--- config.mk ---
export PLATFORM = sky130hd
export DESIGN_NAME = pipe_ctrl_unit
export DESIGN_NICKNAME = d
export VERILOG_FILES = /design/src/rtl/pipe_ctrl_unit.sv
export SDC_FILE = /design/constraint.sdc
export NUM_CORES = 1
export LEC_CHECK = 0
export CAP_MARGIN = 20
export CORE_MARGIN = 4
export CORE_UTILIZATION = 30
export DETAILED_ROUTE_END_ITERATION = 10
export GPL_ROUTABILITY_DRIVEN = 0
export PLACE_DENSITY = 0.74
export SYNTH_ARGS = -nofsm -noshare
export SYNTH_HDL_FRONTEND = slang
export SYNTH_SLANG_ARGS = --single-unit
--- constraint.sdc ---
create_clock -name clk -period 2.77 [get_ports clk]
set_clock_uncertainty 0.2 [all_clocks]
set_input_delay 0.554 -clock clk [delete_from_list [all_inputs] [get_ports clk]]
set_output_delay 0.554 -clock clk [all_outputs]
set_load 0.005 [all_outputs]
--- src/rtl/pipe_ctrl_unit.sv ---
// Pipeline control: stall-vector merge, exception redirect with multi-cycle flush, stall watchdog.
// Optional performance counters are built when CTRL_PERF_EN is defined.
module pipe_ctrl_unit #(
  parameter int unsigned NSTAGE    = 6,
  parameter int unsigned AW        = 32,
  parameter int unsigned FLUSH_LEN = 1,
  parameter logic [AW-1:0] INT_VEC = 'h20,
  parameter logic [AW-1:0] GEN_VEC = 'h40,
  parameter int unsigned IF_EXT    = 1,
  parameter int unsigned STALL_TMO = 1024,
  parameter int unsigned CNT_W     = 32
) (
  input  logic              clk,
  input  logic              rst,
  input  logic [NSTAGE-1:0] stallreq_i,
  input  logic [31:0]       excepttype_i,
  input  logic [AW-1:0]     cp0_epc_i,
  output logic [NSTAGE-1:0] stall_o,
  output logic              flush_o,
  output logic [AW-1:0]     new_pc_o,
  output logic              stall_tmo_o,
  output logic [CNT_W-1:0]  stall_cycles_o,
  output logic [CNT_W-1:0]  flush_count_o
);

  localparam int unsigned FW = $clog2(FLUSH_LEN + 1);
  localparam int unsigned SW = $clog2(STALL_TMO) + 1;

  typedef enum logic [0:0] {StRun, StFlush} state_e;

  state_e            state_q, state_d;
  logic [FW-1:0]     fcnt_q, fcnt_d;
  logic [AW-1:0]     pc_hold_q, pc_hold_d;
  logic [SW-1:0]     scnt_q, scnt_d;
  logic              tmo_q, tmo_d;
  logic [AW-1:0]     exc_pc;
  logic [NSTAGE-1:0] req_stall;
  logic              unused_req0;

  // Bit 0 is the PC hold and is never requested directly.
  assign unused_req0 = stallreq_i[0];

  always_comb begin
    exc_pc = GEN_VEC;
    case (excepttype_i)
      32'h01:                         exc_pc = INT_VEC;
      32'h08, 32'h0a, 32'h0c, 32'h0d: exc_pc = GEN_VEC;
      32'h0e:                         exc_pc = cp0_epc_i;
      default:                        exc_pc = GEN_VEC;
    endcase
  end

  // Highest requesting stage holds itself and everything upstream of it.
  always_comb begin
    req_stall = '0;
    for (int k = 1; k < NSTAGE; k++) begin
      if (stallreq_i[k]) req_stall = {NSTAGE{1'b1}} >> (NSTAGE - 1 - k);
    end
    if (IF_EXT != 0 && req_stall == NSTAGE'(3)) req_stall = req_stall | NSTAGE'(7);
  end

  always_comb begin
    state_d   = state_q;
    fcnt_d    = fcnt_q;
    pc_hold_d = pc_hold_q;
    stall_o   = '0;
    flush_o   = 1'b0;
    new_pc_o  = '0;
    unique case (state_q)
      StRun: begin
        if (excepttype_i != '0) begin
          flush_o   = 1'b1;
          new_pc_o  = exc_pc;
          pc_hold_d = exc_pc;
          if (FLUSH_LEN > 1) begin
            state_d = StFlush;
            fcnt_d  = FW'(FLUSH_LEN - 1);
          end
        end else begin
          stall_o = req_stall;
        end
      end
      StFlush: begin
        flush_o  = 1'b1;
        new_pc_o = pc_hold_q;
        fcnt_d   = fcnt_q - FW'(1);
        if (fcnt_q == FW'(1)) state_d = StRun;
      end
      default: state_d = StRun;
    endcase
  end

  // Watchdog counts consecutive stalled cycles; any unstalled or flush cycle restarts it.
  always_comb begin
    scnt_d = '0;
    if (stall_o != '0) begin
      scnt_d = (scnt_q == SW'(STALL_TMO)) ? scnt_q : scnt_q + SW'(1);
    end
    tmo_d = tmo_q | (scnt_d == SW'(STALL_TMO));
  end

  always_ff @(posedge clk) begin
    if (rst) begin
      state_q   <= StRun;
      fcnt_q    <= '0;
      pc_hold_q <= '0;
      scnt_q    <= '0;
      tmo_q     <= 1'b0;
    end else begin
      state_q   <= state_d;
      fcnt_q    <= fcnt_d;
      pc_hold_q <= pc_hold_d;
      scnt_q    <= scnt_d;
      tmo_q     <= tmo_d;
    end
  end

  assign stall_tmo_o = tmo_q;

`ifdef CTRL_PERF_EN
  logic [CNT_W-1:0] stall_cycles_q, flush_count_q;

  always_ff @(posedge clk) begin
    if (rst) begin
      stall_cycles_q <= '0;
      flush_count_q  <= '0;
    end else begin
      if (stall_o != '0 && stall_cycles_q != '1) stall_cycles_q <= stall_cycles_q + CNT_W'(1);
      // Count exception entries only, not each flush cycle.
      if (state_q == StRun && excepttype_i != '0 && flush_count_q != '1) begin
        flush_count_q <= flush_count_q + CNT_W'(1);
      end
    end
  end

  assign stall_cycles_o = stall_cycles_q;
  assign flush_count_o  = flush_count_q;
`else
  assign stall_cycles_o = '0;
  assign flush_count_o  = '0;
`endif

endmodule

## Word level (Yosys, flattened, before mapping)

Index checks and enable logic that the tools add are counted.

- Reductions and logical operators: 4
- Add/sub/neg operators: 2
- Muxes and demuxes: 16
- Equal/unequal tests: 5
- Bitwise gates (word level): 2

Operator list:

| kind | count |
|---|---|
| $pmux W32 S2 | 2 |
| $mux W6 | 6 |
| $eq A32 B1 Y1 const B | 1 |
| $eq A32 B4 Y1 const B | 1 |
| $mux W32 | 1 |
| $reduce_bool A32 Y1 | 1 |
| $eq A11 B11 Y1 const B | 2 |
| $mux W11 | 2 |
| $add A11 B1 Y11 const B | 1 |
| $eq A6 B2 Y1 const B | 1 |
| $reduce_bool A6 Y1 | 1 |
| $mux W3 | 1 |
| $mux W1 | 2 |
| $mux W2 | 1 |
| $pmux W1 S2 | 1 |
| $reduce_and A2 Y1 | 1 |
| $reduce_or A2 Y1 | 1 |
| $not A1 Y1 | 1 |
| $or A1 B1 Y1 | 1 |
| $sub A1 B1 Y1 const B | 1 |

- Flip-flop bits (word level): 46
- Word-level logic and storage cells: 34

## Logic depth before layout (Yosys ltp)

- Depth in word-level cells: 13
- Gate-level depth with buffers: 7

## Least setup slack after synthesis

Ideal clock, no wire load.

- Path kind: input to output
- Start point: in excepttype_i[14]
- End point: out stall_o[1]
- Stages on the path: 6
- Setup slack: 76 ps
- Path buffers: 2
- Arrival time: 1940 ps
- Cells stage by stage: nor4_1 -> nand4_1 -> or4_1 -> clkbuf_1 -> nor2_1 -> buf_4

- Cells in the longest elaborated chain, start to end: 3

RTL lines:

| element | RTL line | RTL |
|---|---|---|
| start: declaration | 16 | `input logic [31:0] excepttype_i,` |
| $reduce_bool A32 Y1 | 71 | `if (excepttype_i != '0) begin` |
| $mux W6 | 71 |  |
| $mux W6 | 69 | `unique case (state_q)` |
| end: declaration | 18 | `output logic [NSTAGE-1:0] stall_o,` |

No other way between the ends.

## Worst setup path in the final report

- Start point: in excepttype_i[30]
- End point: out stall_o[0]

Same word-level chain as after synthesis.

==> results.sh <==
export IMPL_root_buffer="clkbuf_8"
export IMPL_cts_htree_levels=2
export IMPL_drc=0
export IMPL_power_total_mw=1.29
export IMPL_rsz0062_at_grt="yes"
export IMPL_dp_slack_ps=-899
export IMPL_ios=176
export IMPL_final_area_um2=4150
export IMPL_cp_max_fo=5
export IMPL_area_growth_pct=50.0
export IMPL_ys_flop_type="dfxtp_1"
export IMPL_first_pass_iters=5
export IMPL_postSynthAreaPerCell_um2=8.41
export IMPL_cp_top_family="simple AND/OR/NAND/NOR gates"
export IMPL_antenna_found_initial=0
export IMPL_drt_iter0_markers=102
export IMPL_hold_viol=0
export IMPL_status="complete, but fails checks"
export IMPL_grt_overflow_total=0
export IMPL_max_vdd_ir_drop_mv=0.179
export IMPL_yosysTopAreaCellShare=0.333
export IMPL_die_area_um2=10800
export IMPL_placed_cell_area_um2=3870
export IMPL_synth_top_area_cell="dfxtp_1"
export IMPL_port_buffers=110
export IMPL_synthCells=329
export IMPL_grt_max_degree=36
export IMPL_cts_tree="yes"
export IMPL_finalCoreUtilization=0.469
export IMPL_worst_slack_ps=-213
export IMPL_grt_pass1_vias=2846
export IMPL_initial_core_util=0.313
export IMPL_holdCritStartpoint="fcnt_q"
export IMPL_cts_sinks=46
export IMPL_cts_inserted_buffers=5
export IMPL_dr_total_vias=2750
export IMPL_synthArstFlopShare=0
export IMPL_whs_ps=248
export IMPL_r2r_start="scnt_q[0]"
export IMPL_die_y_um=104
export IMPL_worst_pin_slew_ps=591
export IMPL_ys_types=42
export IMPL_synth_area_top_cells="dfxtp_1 (33%), buf_4 (18%), a22o_1 (9.8%)"
export IMPL_synth_edf_count=0
export IMPL_dp_hpwl_mm=5.94
export IMPL_grt_pass1_wl_mm=14.2
export IMPL_fillers=879
export IMPL_critPathMostFrequentCell="buf_6"
export IMPL_setup_tns_ps=-3830
export IMPL_max_slew_margin=0.603
export IMPL_synth_seq_cells=46
export IMPL_final_max_slew_violation_count=0
export IMPL_wire_per_inst_um=15.0
export IMPL_clk_latency_ps=290
export IMPL_antenna_left=0
export IMPL_coreArea_um2=8850
export IMPL_cp_required_ps=2020
export IMPL_p_leak_nw=1.84
export IMPL_p_per_area_nw_per_um2=311
export IMPL_finalSetupViolCount=32
export IMPL_path_cells="buf_8 > nor4_4 > nand4_1 > buf_4 > buf_6 > buf_6 > or4_4 > buf_6 > nor2_4 > buf_2"
export IMPL_hold_class="register to register"
export IMPL_finalCritPeriodShare=1.08
export IMPL_layout_drive_gt1_share=0.295
export IMPL_path_class="input pin to primary output"
export IMPL_placedCellCount=546
export IMPL_cp_start_kind="input pin"
export IMPL_min_period_ps=2980
export IMPL_crit_slowest_cell="or4_4"
export IMPL_grt_use_total=0.157
export IMPL_clockBufferDepth=2
export IMPL_ys_warn_count=0
export IMPL_syn_area_um2=2770
export IMPL_clk_pin_slew_ps=70
export IMPL_ys_seq_area_frac=0.333
export IMPL_viasPerCell=4.73
export IMPL_endpoint_kind="primary output"
export IMPL_num_antenna_cells=0
export IMPL_fin_cells=582
export IMPL_slowest_delay_ps=460
export IMPL_violations="setup timing"
export IMPL_die_w_um=104
export IMPL_wl_mm=8.76
export IMPL_final_nets=547
export IMPL_crit_buf_inv=6
export IMPL_startpoint="excepttype_i[30]"
export IMPL_max_freq_mhz=335
export IMPL_arrival_ps=2230
export IMPL_fp_row_count=34
export IMPL_max_cap_violations=0
## kinds of logic (layout without fill, tap and decap cells)
family,after synthesis,count (layout),synth area share
muxes,1,1,0.00407
other,1,64,0.00135
adders and majority gates,2,2,0.00904
AOI/OAI and AO/OA,76,76,0.221
xor gates and xnor gates,10,10,0.0316
and+or+nand+nor,100,100,0.181
buffers and inverters,93,175,0.219
DFF,46,46,0.333
## power breakdown
part	total [mW]	internal [mW]	leakage, nW	switching, mW
logic	0.152	0.0857	1.41	0.0664
clock network	0.478	0.270	0.0524	0.208
registers	0.662	0.661	0.371	0.000446
## worst reg2reg max path, cell delays in order, from the launching register on
cell,delay [ps]
dfxtp_1,430
ha_1,370
inv_1,110
o21ai_0,200
a2bb2oi_1,110
or4_4,520
o41ai_2,260
## area by class of cell
cell class	count	area [um^2]	area share
Inverter	7	26.3	0.00633
Multi-Input combinational cell	253	1580	0.382
Clock inverter	1	30.0	0.00724
Sequential cell	46	921	0.222
Tap cell	108	135	0.0326
Clock buffer	7	76.3	0.0184
Timing Repair Buffer	160	1380	0.332
## registers in the layout, indices dropped and copies added (netlist names)
signal	count
scnt_q	11
state_q	1
pc_hold_q	32
stall_tmo_o	1
fcnt_q	1
## synth_stat cells, types with 2 or more instances
master / count
nand3_1: 3
o211ai_1: 2
nor3_1: 4
inv_1: 7
or3_1: 3
nand2b_1: 2
nand2_1: 11
clkbuf_1: 12
nor4_1: 8
a22o_1: 31
a21oi_1: 3
a22oi_1: 30
nor2_1: 51
xnor2_1: 5
and3_1: 4
buf_4: 66
dfxtp_1: 46
o21ai_0: 3
buf_2: 8
xor2_1: 5
ha_1: 2
nand4_1: 3
## worst paths after layout
check | slack (ps) | end | cells past startpoint
worst min register to register | 250 | state_q | 1
worst min-delay path | 250 | state_q | 1
worst max-delay path | -210 | stall_o[0] | 10
worst max register to register | 470 | stall_tmo_o | 6
## cells in the final DEF, fill, tap and decap left out, types with 4 or more instances in the layout
| cell type | n |
|---|---|
| inv_1 | 7 |
| clkdlybuf4s50_1 | 41 |
| a22o_1 | 31 |
| xnor2_1 | 5 |
| xor2_1 | 5 |
| nor2_1 | 48 |
| buf_12 | 4 |
| nand2_1 | 10 |
| and3_1 | 4 |
| clkbuf_8 | 5 |
| dfxtp_1 | 46 |
| buf_4 | 35 |
| clkdlybuf4s15_1 | 5 |
| a22oi_1 | 30 |
| buf_6 | 14 |
| conb_1 | 64 |
| buf_2 | 53 |
## what timing repair did
action,in CTS,in global routing
hold endpoints to repair,0,0
cloned,5,0
buffers inserted,22,6
resized for setup,267,20
setup endpoints to repair,39,40
pin swaps,41,9
hold buffers,0,0
## per-layer routing
| metal | GRT usage | share of wire |
|---|---|---|
| met1 | 0.176 | 0.39 |
| met2 | 0.293 | 0.53 |
| met3 | 0.0391 | 0.075 |
| met4 | 0.0418 | 0.010 |
| met5 | 0 | 0 |
No activity file was read; power rests on OpenSTA's default activity.
